===== src/rtl/pwm_ramp_controller.sv =====
// Ramps a registered PWM duty value toward a latched target in fixed steps,
// one update every tick_div+1 clocks, with retarget and abort support.
module pwm_ramp_controller #(
    parameter int unsigned DIV_W = 16
) (
    input  logic             clk,
    input  logic             rst_n,
    input  logic             start,
    input  logic             abort,
    input  logic [7:0]       target,
    input  logic [7:0]       step,
    input  logic [DIV_W-1:0] tick_div,
    output logic [7:0]       duty_out,
    output logic             busy,
    output logic             done,
    output logic             dir
);

    localparam int unsigned DUTY_W = 8;

    typedef enum logic [1:0] {
        IDLE = 2'd0,
        UP   = 2'd1,
        DOWN = 2'd2
    } state_t;

    state_t              state_q, state_d;
    logic [DIV_W-1:0]    cnt_q, cnt_d;
    logic [DIV_W-1:0]    div_q, div_d;
    logic [DUTY_W-1:0]   target_q, target_d;
    logic [DUTY_W-1:0]   step_q, step_d;
    logic [DUTY_W-1:0]   duty_q, duty_d;
    logic                done_d;
    logic                busy_d;
    logic                dir_d;
    logic [DUTY_W:0]     sum_up;
    logic [DUTY_W:0]     floor_dn;

    // State and registered outputs
    always_ff @(posedge clk or negedge rst_n) begin
        if (!rst_n) begin
            state_q  <= IDLE;
            cnt_q    <= '0;
            div_q    <= '0;
            target_q <= '0;
            step_q   <= '0;
            duty_q   <= '0;
            done     <= 1'b0;
            busy     <= 1'b0;
            dir      <= 1'b0;
        end else begin
            state_q  <= state_d;
            cnt_q    <= cnt_d;
            div_q    <= div_d;
            target_q <= target_d;
            step_q   <= step_d;
            duty_q   <= duty_d;
            done     <= done_d;
            busy     <= busy_d;
            dir      <= dir_d;
        end
    end

    assign duty_out = duty_q;

    // Next-state and datapath; 9-bit arithmetic keeps the clamp free of wrap
    always_comb begin
        state_d  = state_q;
        cnt_d    = cnt_q;
        div_d    = div_q;
        target_d = target_q;
        step_d   = step_q;
        duty_d   = duty_q;
        done_d   = 1'b0;
        sum_up   = {1'b0, duty_q} + {1'b0, step_q};
        floor_dn = {1'b0, target_q} + {1'b0, step_q};

        if (abort) begin
            if (state_q != IDLE) begin
                state_d = IDLE;
                cnt_d   = '0;
            end
        end else if (start) begin
            target_d = target;
            step_d   = (step == '0) ? DUTY_W'(1) : step;
            div_d    = tick_div;
            cnt_d    = '0;
            if (target > duty_q) begin
                state_d = UP;
            end else if (target < duty_q) begin
                state_d = DOWN;
            end else begin
                state_d = IDLE;
                done_d  = 1'b1;
            end
        end else if (state_q != IDLE) begin
            if (cnt_q == div_q) begin
                cnt_d = '0;
                if (state_q == UP) begin
                    if (sum_up >= {1'b0, target_q}) begin
                        duty_d  = target_q;
                        done_d  = 1'b1;
                        state_d = IDLE;
                    end else begin
                        duty_d = DUTY_W'(sum_up);
                    end
                end else begin
                    if ({1'b0, duty_q} <= floor_dn) begin
                        duty_d  = target_q;
                        done_d  = 1'b1;
                        state_d = IDLE;
                    end else begin
                        duty_d = duty_q - step_q;
                    end
                end
            end else begin
                cnt_d = cnt_q + DIV_W'(1);
            end
        end
    end

    // Status outputs follow the next state so they register alongside it
    always_comb begin
        busy_d = (state_d != IDLE);
        dir_d  = (state_d == UP);
    end

endmodule


===== config.mk =====
export PLATFORM = sky130hd
export DESIGN_NAME = pwm_ramp_controller
export DESIGN_NICKNAME = d
export VERILOG_FILES = /design/src/rtl/pwm_ramp_controller.sv
export SDC_FILE = /design/constraint.sdc
export NUM_CORES = 1
export LEC_CHECK = 0
export BUFFER_PORTS_ARGS = -buffer_cell sky130_fd_sc_hd__buf_4
export CAP_MARGIN = 20
export CORE_MARGIN = 2
export CORE_UTILIZATION = 44
export DETAILED_ROUTE_END_ITERATION = 10
export GPL_TIMING_DRIVEN = 0
export PLACE_DENSITY_LB_ADDON = 0.05
export SLEW_MARGIN = 0
export SYNTH_ARGS = -nofsm -noshare
export SYNTH_HDL_FRONTEND = slang
export SYNTH_SLANG_ARGS = --single-unit
export TNS_END_PERCENT = 1

===== constraint.sdc =====
create_clock -name clk -period 4.8 [get_ports clk]
set_input_delay 0.24 -clock clk [delete_from_list [all_inputs] [get_ports clk]]
set_output_delay 0.24 -clock clk [all_outputs]
set_load 0.03 [all_outputs]

Word-level counts from Yosys, hierarchy flattened
Index checks and enable logic that the tools add are counted.

Bitwise logic cells: 2. Reductions and logical operators: 7. Multiplexer cells: 28. Equality and inequality tests: 4. Order comparisons: 4. Add/sub/neg operators: 4.

Operator list (number): 2-to-1 mux 16 bit (5); 2-to-1 mux 8 bit (4); 2-to-1 mux 2 bit (10); adder 8 x 8 -> 9 bit (2); adder 16 x 1 -> 16 bit (second input constant) (1); equality test 16 bit (1); >= comparator 9 x 8 -> 1 bit (1); less-or-equal comparator 8 x 9 -> 1 bit (1); 2-to-1 mux 1 bit (9); greater-than comparator 8 bit (1); logical NOT 8 bit (1); less-than comparator 8 bit (1); subtractor 8 bit (1); nonzero test 2 bit (3); equality test 2 x 1 -> 1 bit (second input constant) (2); AND reduction 2 bit (2); AND reduction 4 bit (1); inequality test 2 x 1 -> 1 bit (second input constant) (1); inverter 1 bit (2).

Register bits: 61. Bits of input ports: 36. Logic and storage cells: 58. Output and inout bits: 11.

Depth between registers and ports, before layout
Gate-level depths: netlist (run 1).

Word-level depth: 9. Mapped depth: 16. Mapped depth without buffers: 14.

Least setup slack after synthesis (run 1)
No wires, ideal clock.

Path type: flip-flop to flip-flop. Start point: register duty_q[0] (netlist: duty_out[0]). End point: register duty_q[1] (netlist: duty_out[1]). Stages on the path, launching flop included: 15. Buffers on the path: 1. Arrival: 3.463 ns. Setup time: 0.082 ns. Period minus slack after synthesis: 3.545 ns. Path slack: 1.255 ns. Required time: 4.718 ns. Path through: dfrtp_1 -> ha_1 -> fa_1 -> nand2b_1 -> a2111oi_2 -> o31a_1 -> or2_2 -> ha_1 -> a21oi_1 -> nand2_1 -> a221oi_2 -> and2_4 -> buf_6 -> a22oi_1 -> a31oi_1.

Longest elaborated chain between the ends: 4. Elaborated cells between the ends (all ways): 7. Those cells by class: 2 x add/sub; 2 x order compare; 3 x mux.

Ends and longest elaborated chain: start, declared (line 32) `logic [DUTY_W-1:0] duty_q, duty_d;`; start signal, assigned (line 57) `duty_q <= duty_d;`; adder 8 x 8 -> 9 bit (line 75) `sum_up = {1'b0, duty_q} + {1'b0, step_q};`; >= comparator 9 x 8 -> 1 bit (line 100) `if (sum_up >= {1'b0, target_q}) begin`; 2-to-1 mux 8 bit (line 100); 2-to-1 mux 8 bit (*) (line 99) `if (state_q == UP) begin`.

Mark *: on every way between the ends. The rest lies on a longest branch, timed or not. A chain may end at the register's enable or synchronous reset.

Final worst setup path (run 1)
Start point: register target_q[0]. End point: register duty_q[7] (netlist: duty_out[7]).

Longest elaborated chain between the ends: 4. Elaborated cells between the ends (all ways): 6. Those cells by class: 1 x add/sub; 2 x order compare; 3 x mux.

Ends and longest elaborated chain: start, declared (line 30) `logic [DUTY_W-1:0] target_q, target_d;`; start signal, assigned (line 55) `target_q <= target_d;`; adder 8 x 8 -> 9 bit (line 76) `floor_dn = {1'b0, target_q} + {1'b0, step_q};`; less-or-equal comparator 8 x 9 -> 1 bit (line 108) `if ({1'b0, duty_q} <= floor_dn) begin`; 2-to-1 mux 8 bit (line 108); 2-to-1 mux 8 bit (*) (line 99).

Marked as above.

==> qor.txt, run 1 <==
Vias = 3792
CTS resizes = 0
Std cell rows = 36
Worst flop-to-flop path startpoint = target_q[0]
1st-pass router iterations = 4
Synth top cells by count = nand2_1 (90), dfrtp_1 (61), ha_1 (48)
Critical Path RT = 5.07 ns
DP Cell Count = 689
CTS Buf Count = 9
Total congestion overflow = 0
Worst vdd ir = 0.165 mV
Setup bufs post-CTS = 0
Violated checks = hold timing
Yosys top cell area share = 34.4%
Ratio of cells with drive above 1 in the final layout = 14.3%
Ys Warns = 0
Synth Instances = 510
TritonCTS clock tree = built
Layout Cells excl Fill = 705
Final period utilization = 83.8%
Yosys reg bits = 61
Die ar. = 0.0109 mm²
N_diodes = 0
NumNets Final = 654
Final hold vios = 31
Startpoint types = register
First-pass GRT wire length = 19900 µm
CP max FO = 6
Boundary pin count = 47
Fin Clk Skew = 0.00504 ns
P_leak = 2.38 nW
Tot GR Track Use = 23.1%
Initial antenna violation count = 0
Post-synth EDFFs = 0
Clock Tree Buf Depth = 2
Main synth FF type = dfrtp_1
Antenna-violating nets left = 0
Worst r2r path cells = 13
Setup violators final = 0
Worst setup path class = register to register
Count leader, synth = nand2_1
Layout area overhead = 16.3%
I/O Buffers = 46
# DRC = 0
Clk_lat worst skew = 0.35 ns
Critical Path Start = target_q[0]
Iter 0 DRT Violations = 158
Hold_buf cts = 0
Root Driver = clkbuf_8
RSZ-0062 raised after global routing = false
Fin Setup TNS = 0 ns
Clock slew at reported path FFs = 0.07 ns
Gpl congestion = 0.855
Maxcap violations = 0
Worst Path Arrival = 4.29 ns
Sequential fraction of the synthesis area = 34.4%
Avg Inst Size Synth = 8.70 µm²
Setup crit end kind = register
Slew HR = 46.5%
Utilization of the core after routing = 52.8%
Area contributors post-synth = dfrtp_1 (34%), ha_1 (14%), nand2_1 (7.6%)
Largest net degree at the start of global routing = 62
Syn nets = 597
Worst slew pin tran = 0.795 ns
Pwr per Cell Area = 320 mW/mm²
Die Ht = 104 µm
Post-layout min period = 4.02 ns
Initial core utilization = 45.4%
Cell taking the most area after synthesis = dfrtp_1
Max Clk Rate = 249 MHz
Vias in the first global route = 3865
Via density = 5.38
Ys async rst share = 100%
Synth cell types = 56
Max H-tree Level = 3
Sink Count = 61
Core Area = 0.00977 mm²
Dpl cell area = 0.00495 mm²
Post-synthesis instance area = 0.00444 mm²
Status = complete, but fails checks
Die width = 104 µm
Routed WL = 11800 µm
HP Class = primary input to async pin
Fin Hold WS = -0.0365 ns
Slew Limit Fails = 0
HPWL Detailed = 8880 µm
WL per Instance = 16.7 µm
Post-route cell area = 0.00516 mm²
-- worst paths after layout --
kind,to,slack (ns)
worst min-delay path,step_q[6],-0.04
worst min register to register,div_q[8],0.50
worst max register to register,duty_out[7],0.78
min in group clk,div_q[13],0.07
max in group asynchronous,step_q[3],4.30
worst max-delay path,duty_out[7],0.78
-- state kept, by name (all words and copies together) (netlist names), 2 cells and up --
register and count:
cnt_q 16, div_q 16, duty_out 8, step_q 8
target_q 8, state_q 2
-- logic make-up after synthesis --
group | Yosys count | share of synthesized area [%]
AND/OR/NAND/NOR | 203 | 21.3
AO/OA/AOI/OAI | 110 | 17.7
flip-flops | 61 | 34.4
adder cells (fa/ha/maj) | 51 | 14.9
buffers and inverters | 49 | 4.59
XOR/XNOR | 35 | 6.91
multiplexers | 1 | 0.254
-- final cells by class --
cell class / instances / area, µm²
Inverter: 32 / 120
Timing Repair Buffer: 46 / 345
Multi-Input combinational cell: 400 / 2710
Tap cell: 133 / 166
Sequential cell: 61 / 1530
Clock buffer: 13 / 169
Buffer: 17 / 83.8
Clock inverter: 3 / 42.5
Fill cell: 957 / 4610
-- placed cells by master (no fill, tap or decap), types with 5 or more instances in the layout --
cell	count
clkbuf_1	12
a22oi_1	5
dfrtp_1	61
a211o_1	5
xnor2_1	31
nand4_1	9
nor2b_1	9
ha_1	48
nor2_1	36
nand2_1	90
a31oi_1	6
o21a_1	7
nand3_1	17
o21ai_0	32
nor3_1	13
inv_1	32
clkbuf_8	12
o21bai_1	5
a221oi_2	5
a21oi_1	16
o31ai_1	5
buf_4	46
-- worst max-delay path: stages (launching register included) --
cell      delay [ns]
dfrtp_1         0.44
ha_1            0.25
fa_1            0.44
a211o_1         0.31
o211ai_1        0.19
a21oi_1         0.15
xnor2_1         0.16
ha_1            0.29
nand3_1         0.12
a211o_1         0.31
a21o_1          0.25
nor3_1          0.60
o21ai_0         0.24
a31oi_1         0.18
-- power by group --
| part | internal [mW] | switching (mW) |
|---|---|---|
| registers | 0.554 | 0.0446 |
| logic | 0.235 | 0.328 |
| clock network | 0.282 | 0.209 |
| total | 1.07 | 0.582 |
-- metal layers --
layer	up-vias	routed length (µm)	share of wire, %	GRT usage [%]
li1	1900	-	-	-
met1	1775	6050	51	33.6
met2	101	4930	42	33.7
met3	16	620	5.3	6.14
met4	0	185	1.6	6.56
met5	-	0	0	0
-- through the flow --
stage	hold WS [ns]	power (mW)	setup slack, ns
2_1_floorplan	-0.0556	1.00	1.25
3_3_place_gp	0.384	1.15	0.822
3_5_place_dp	0.389	1.16	0.789
4_1_cts	0.00469	1.67	0.747
5_1_grt	0.0326	1.77	0.440
6_report	-0.0365	1.65	0.778
Note: power is estimated with default switching activity, not from simulation.
==> run 2, diff against run 1 <==
- clock period: 4.8 -> 3.3 ns (I/O delays scaled with it)
==> run 2 against run 1 <==
Net effect:
- the run ends with setup timing left
- register-to-register slack worse by 0.89 ns
- power up 66%
- maximum frequency up 18%
- global-route usage up 1.4 points
- sequential cell count unchanged
- cell area up 11%
- routed wire length up 7.2%
- clock skew up 0.0017 ns
- highest routed layer unchanged
==> qor.txt, run 2 (synthesis results as in run 1) <==
Status = complete, but fails checks
Violated checks = setup timing
Fin Setup TNS = -0.764 ns (-0.764 ns)
Critical Path RT = 3.57 ns (-1.50 ns)
CTS Buf Count = 9 (unchanged)
Post-layout min period = 3.41 ns (-0.612 ns)
Slew HR = 46.4% (-0.11 points)
Tot GR Track Use = 24.5% (+1.4 points)
Iter 0 DRT Violations = 207 (+31%)
Via density = 5.38 (about the same)
Root Driver = clkbuf_8
P_leak = 2.58 nW (+8.3%)
N_diodes = 0 (unchanged)
Total congestion overflow = 0 (unchanged)
I/O Buffers = 46 (unchanged)
Largest net degree at the start of global routing = 62 (unchanged)
CP max FO = 5 (-1)
Initial antenna violation count = 0 (unchanged)
Commonest non-fill, non-tap cell in the layout = nand2_1
Commonest cells after routing, fill and taps aside = nand2_1 (89), buf_4 (71), dfrtp_1 (53)
Maxcap violations = 0 (unchanged)
Setup crit end kind = register
Routed WL = 12600 µm (+7.2%)
Worst setup path class = register to register
# DRC = 0 (unchanged)
Multi-input gate area = 0.00293 mm² (+8.0%)
Layout area overhead = 29.2%
Die Ht = 104 µm (unchanged)
Final hold vios = 0 (-100%)
Die width = 104 µm (unchanged)
NumNets Final = 692 (+5.8%)
Worst slew pin tran = 0.799 ns (+0.00422 ns)
Fin Clk Skew = 0.00672 ns (+0.00168 ns)
Die ar. = 0.0109 mm² (unchanged)
Worst R2R Setup Slack = -0.11 ns (-0.89 ns)
Max H-tree Level = 3 (unchanged)
Final period utilization = 103% (+20 points)
Antenna-violating nets left = 0 (unchanged)
Initial core utilization = 45.4% (unchanged)
Slew Limit Fails = 0 (unchanged)
First-pass GRT wire length = 20800 µm (+4.5%)
TritonCTS clock tree = built
Clk_lat worst skew = 0.36 ns (about the same)
Top Registers = cnt_q x16, div_q x16
Worst vdd ir = 0.254 mV (+54%)
Vias = 3996 (+5.4%)
Clock Tree Buf Depth = 2 (unchanged)
Sink Count = 61 (unchanged)
HPWL Detailed = 9100 µm (+2.5%)
# fillers = 892 (-6.8%)
Final WS setup = -0.110 ns (-0.888 ns)
RSZ-0062 raised after global routing = true
Pwr per Cell Area = 479 mW/mm² (+50%)
Fin Hold WS = 0.00557 ns (+0.0421 ns)
Setup violators final = 12 (+12)
Std cell rows = 36 (unchanged)
Max Clk Rate = 293 MHz (+18%)
Gpl congestion = 0.890 (+4.1%)
1st-pass router iterations = 4 (unchanged)
Worst Path Arrival = 3.68 ns (-0.61 ns)
Vias in the first global route = 3892 (+0.70%)
Startpoint types = register
Boundary pin count = 47 (unchanged)
HP Class = primary input to register
Core Area = 0.00977 mm² (unchanged)
Clock slew at reported path FFs = 0.07 ns (about the same)
Ratio of cells with drive above 1 in the final layout = 23.3% (+8.9 points)
WL per Instance = 17.0 µm (+1.7%)
Utilization of the core after routing = 58.7% (+5.9 points)
Register area = 0.00154 mm² (+0.66%)
==> run 2: changes by cell type in the layout (fill, tap and decap cells not counted), sizes merged <==
cell         change
bufinv           +2
a22oi            +1
buf             +23
clkinvlp         -1
clkbuf           -1
dlygate4sd3     +14
==> run 2: cell type report <==
class / instances / share of cell area (%)
multi-input combinational: 401 / 51.0
sequential: 61 / 26.8
timing repair buffer: 85 / 11.7
tap: 133 / 2.90
clock buffer: 12 / 2.53
inverter: 32 / 2.09
clock inverter: 4 / 1.66
buffer: 15 / 1.29
==> run 2: critical path, cell delays in order (launching register included) <==
cell	delay (ns)
dfrtp_2	0.45
ha_4	0.19
fa_2	0.35
a211o_1	0.27
o211ai_1	0.13
a21oi_1	0.13
xnor2_1	0.14
ha_1	0.31
nand3_2	0.11
a211o_1	0.34
a211oi_4	0.32
a22oi_4	0.16
or2_1	0.26
a31oi_1	0.17
==> run 2: metal layers <==
| metal | GRT usage [%] | part of all wire (%) | wire, µm | vias to the layer above |
|---|---|---|---|---|
| met2 | 35.3 | 42 | 5330 | 121 |
| met5 | 0 | 0 | 0 | - |
| li1 | - | - | - | 1984 |
| met1 | 37.0 | 49 | 6200 | 1878 |
| met4 | 8.49 | 1.4 | 173 | 0 |
| met3 | 3.95 | 7.5 | 946 | 13 |
==> run 2: metrics by stage <==
stage	setup WS, ns	std cells	power, mW	instance area, µm²
detailed placement	-0.668	689	1.73	5030
global placement	-0.627	689	1.72	5030
floorplan	-0.00949	510	1.49	4520
global route	-0.286	743	2.92	5740
CTS	-0.0591	741	2.73	5680
finish	-0.110	743	2.75	5740
==> run 2: repair_timing <==
action	in CTS	in global routing
gates resized for setup	25	10
setup endpoints to repair	13	13
cloned	1	0
endpoints found under the hold margin	74	0
hold buffers	14	0
setup buffers	23	2
pin swaps	28	15
==> run 2: path summary, 6_finish.rpt <==
kind | from | endpoint | cells after the start
min in group asynchronous | rst_n | target_q[5] | 2
max in group asynchronous | rst_n | duty_out[0] | 2
setup / recovery | step_q[0] | duty_out[0] | 13
hold / removal | tick_div[15] | div_q[15] | 3
hold reg to reg | div_q[0] | div_q[0] | 2
setup reg to reg | step_q[0] | duty_out[0] | 13
==> run 2: where the power goes <==
part | leakage (nW) | internal [mW] | switching [mW]
sequential | 0.767 | 0.806 | 0.0616
combinational | 1.69 | 0.468 | 0.571
clock | 0.121 | 0.522 | 0.317
==> run 3, diff against run 2 <==
- ABC_AREA: default -> 1
- PLACE_DENSITY_LB_ADDON: 0.05 -> default
==> run 3 against run 2 <==
Net effect:
- the flow now finishes without violations
- sequential power about the same
- clock skew increased by 0.0075 ns
- non-clock buffer count decreased by 33
- power decreased by 12%
- critical path depth increased by 6
- register-to-register slack improved by 0.16 ns
- combinational power decreased by 26%
- maximum frequency increased by 4.9%
- die area increased by 7.0%
- routed wire length increased by 3.3%
- critical endpoint is now duty_out[7]
- largest cell class unchanged
- highest routed layer unchanged
==> qor.txt, run 3 <==
Max Clk Rate = 308 MHz (+4.9%)
Setup crit end kind = register
Worst R2R Setup Slack = 0.05 ns (+0.16 ns)
Count leader, synth = nand2_1
Core Area = 0.0104 mm² (+6.6%)
Sequential fraction of the synthesis area = 32.0% (-2.3 points)
Clock slew at reported path FFs = 0.08 ns (about the same)
Slew HR = 47.9% (+1.5 points)
TritonCTS clock tree = built
Syn nets = 718 (+20%)
Layout area overhead = 19.3%
1st-pass router iterations = 4 (unchanged)
Critical Path RT = 3.59 ns (+0.02 ns)
Post-synthesis instance area = 0.00476 mm² (+7.3%)
CTS Buf Count = 9 (unchanged)
Maxcap violations = 0 (unchanged)
I/O Buffers = 46 (unchanged)
Hold EP = div_q[8]
Post-synthesis xor/xnor area fraction = 5.52% (-1.4 points)
Worst r2r path cells = 19 (+6)
Main synth FF type = dfrtp_1
DP Cell Count = 813 (+18%)
Top Registers = cnt_q x16, div_q x16
Boundary pin count = 47 (unchanged)
NumNets Final = 784 (+13%)
Status = complete, no violations
Iter 0 DRT Violations = 298 (+44%)
Synth Area in Compound Gates = 8.85% (-8.8 points)
Setup violators final = 0 (-12)
Slew Limit Fails = 0 (unchanged)
Worst vdd ir = 0.240 mV (-5.3%)
Hold Path Origin = tick_div[8]
Final hold vios = 0 (unchanged)
Routed WL = 13100 µm (+3.3%)
Post-Synth Adder-Cell Area = 13.9% (-1.0 points)
Sink Count = 61 (unchanged)
Tot GR Track Use = 23.4% (-1.1 points)
Commonest cells after routing, fill and taps aside = nand2_1 (187), inv_1 (73), dfrtp_1 (56)
Synth Instances = 631 (+24%)
Utilization of the core after routing = 54.6% (-4.1 points)
Startpoint types = register
GR Util met1 = 34.4% (-2.6 points)
# DRC = 0 (unchanged)
Die Ht = 108 µm (+3.4%)
Layout Cells excl Fill = 838 (+13%)
Met3 GRT Util = 3.80% (-0.15 points)
Clock Tree Buf Depth = 2 (unchanged)
Area contributors post-synth = dfrtp_1 (32%), nand2_1 (15%), ha_1 (13%)
Final period utilization = 98.5% (-4.8 points)
Std cell rows = 37 (+2.8%)
WL per Instance = 15.6 µm (-8.4%)
Root Driver = clkbuf_8
N_diodes = 0 (unchanged)
Worst flop-to-flop path startpoint = step_q[0]
RSZ-0062 raised after global routing = true
Initial antenna violation count = 0 (unchanged)
Largest net degree at the start of global routing = 62 (unchanged)
Cell taking the most area after synthesis = dfrtp_1
Via density = 5.26 (-2.2%)
# fillers = 1033 (+16%)
FF-to-FF End = duty_out[7]
Die width = 108 µm (+3.4%)
Initial core utilization = 45.7% (+0.31 points)
Mux cell area share after synthesis = 0% (-0.25 points)
P_leak = 3.02 nW (+17%)
Post-layout min period = 3.25 ns (-0.159 ns)
Ys Warns = 0 (unchanged)
Avg Inst Size Synth = 7.55 µm² (-13%)
Clk_lat worst skew = 0.35 ns (about the same)
CP max FO = 5 (unchanged)
Vias in the first global route = 4144 (+6.5%)
Vias = 4407 (+10%)
Max H-tree Level = 3 (unchanged)
HP Class = primary input to register
Worst slew pin tran = 0.782 ns (-0.0173 ns)
HPWL Detailed = 9970 µm (+9.5%)
Antenna-violating nets left = 0 (unchanged)
Post-synth EDFFs = 0 (unchanged)
Worst setup path class = register to register
Ratio of cells with drive above 1 in the final layout = 19.8% (-3.5 points)
Dpl cell area = 0.00528 mm² (+5.0%)
Worst hold path cell count = 3 (unchanged)
Worst Path Arrival = 3.54 ns (-0.14 ns)
Gr busiest metal = met2
Ys async rst share = 100% (unchanged)
Synth Area in Simple Gates = 31.7% (+10 points)
Commonest non-fill, non-tap cell in the layout = nand2_1
Die ar. = 0.0117 mm² (+7.0%)
Fin Clk Skew = 0.0143 ns (+0.00755 ns)
Fin Hold WS = 0.0156 ns (+0.00999 ns)
Yosys reg bits = 61 (unchanged)
Gpl congestion = 0.915 (+2.8%)
Synth cell types = 49 (-13%)
Yosys top cell area share = 32.0% (-2.3 points)
Pwr per Cell Area = 424 mW/mm² (-11%)
Largest family of logic cells by synthesized area = simple AND/OR/NAND/NOR gates
GR Util met2 = 36.0% (+0.73 points)
Total congestion overflow = 0 (unchanged)
First-pass GRT wire length = 21000 µm (+0.80%)
Post-route cell area = 0.00568 mm² (-0.92%)
Synth top cells by count = nand2_1 (192), inv_1 (74), dfrtp_1 (61)
==> run 3: cell count changes in the layout (fill, tap and decap cells not counted), sizes merged, moves of 7 or more <==
cell | before | now
a21oi | 16 | 31
a22oi | 7 | 0
buf | 75 | 60
clkbuf | 23 | 16
dlygate4sd3 | 14 | 1
inv | 32 | 81
nand2 | 90 | 201
nand3 | 17 | 41
nand4 | 9 | 19
nor2b | 9 | 0
xnor2 | 31 | 5
xor2 | 4 | 25
==> run 3: what timing repair did <==
item                                    in CTS  in global routing
hold buffers                                 1                  0
endpoints found under the hold margin       61                  0
cloned                                       0                  1
endpoints found under the setup margin       7                 12
gates resized for setup                      2                 25
pin swaps                                    0                 16
buffers inserted                             0                  7
==> run 3: layout make-up <==
class | instances | area (µm²) | area share [%]
Buffer | 12 | 70.1 | 1.23
Clock buffer | 10 | 138 | 2.42
Clock inverter | 6 | 86.3 | 1.52
Inverter | 83 | 315 | 5.55
Multi-Input combinational cell | 475 | 2940 | 51.7
Sequential cell | 61 | 1530 | 27.0
Tap cell | 136 | 170 | 2.99
Timing Repair Buffer | 55 | 433 | 7.62
==> run 3: kinds of logic (layout without fill, tap and decap cells) <==
logic type	Yosys count	count (layout)
and+or+nand+nor	320	320
AOI/OAI and AO/OA	74	74
DFF	61	61
buffers and inverters	95	166
xor gates and xnor gates	30	30
adders and majority gates	51	51
==> run 3: metrics by stage <==
stage	TNS [ns]	worst slack [ns]	total power [mW]
floorplan	0	0.429	1.37
global placement	0	0.0431	1.56
detailed placement	-0.154	-0.0413	1.58
CTS	0	0.00468	2.36
global route	-0.602	-0.107	2.56
finish	0	0.0498	2.41
==> run 3: how the worst max path moves through the flow <==
| stage | startpoint | endpoint | slack (ns) | depth (start not counted) |
|---|---|---|---|---|
| 3_5_place_dp | target_q[2] | duty_out[4] | -0.04 | 25 |
| 4_1_cts | step_q[0] | duty_out[2] | 0.005 | 18 |
| 6_report | step_q[0] | duty_out[7] | 0.05 | 19 |
| 5_1_grt | step_q[2] | duty_out[3] | -0.11 | 24 |
| 3_3_place_gp | target_q[2] | duty_out[4] | 0.04 | 25 |
| 2_1_floorplan | duty_out[0] | duty_out[7] | 0.43 | 17 |
==> run 3: worst max-delay path: stages (launching register included) <==
cell and delay, ns:
dfrtp_2 0.46, ha_2 0.21, fa_2 0.35, nand3_1 0.13, nand3_2 0.15, a31oi_1 0.23
xor2_1 0.18, ha_1 0.26, nand2_1 0.09, nor2_2 0.05, nand4_1 0.11, nand3_2 0.11
nor2_4 0.19, nand2_4 0.12, clkbuf_16 0.18, a21oi_2 0.10, nand2_1 0.07, nand2_1 0.08
nand2_1 0.05, nand2_1 0.06
==> run 3: power by group <==
part	internal, mW	switching [mW]
registers	0.806	0.0619
clock network	0.445	0.324
logic	0.302	0.469
==> run 3: layer usage <==
metal / routed length [µm] / up-vias
met5: 0 / -
met2: 5780 / 133
met4: 115 / 0
li1: - / 2177
met3: 748 / 8
met1: 6410 / 2089
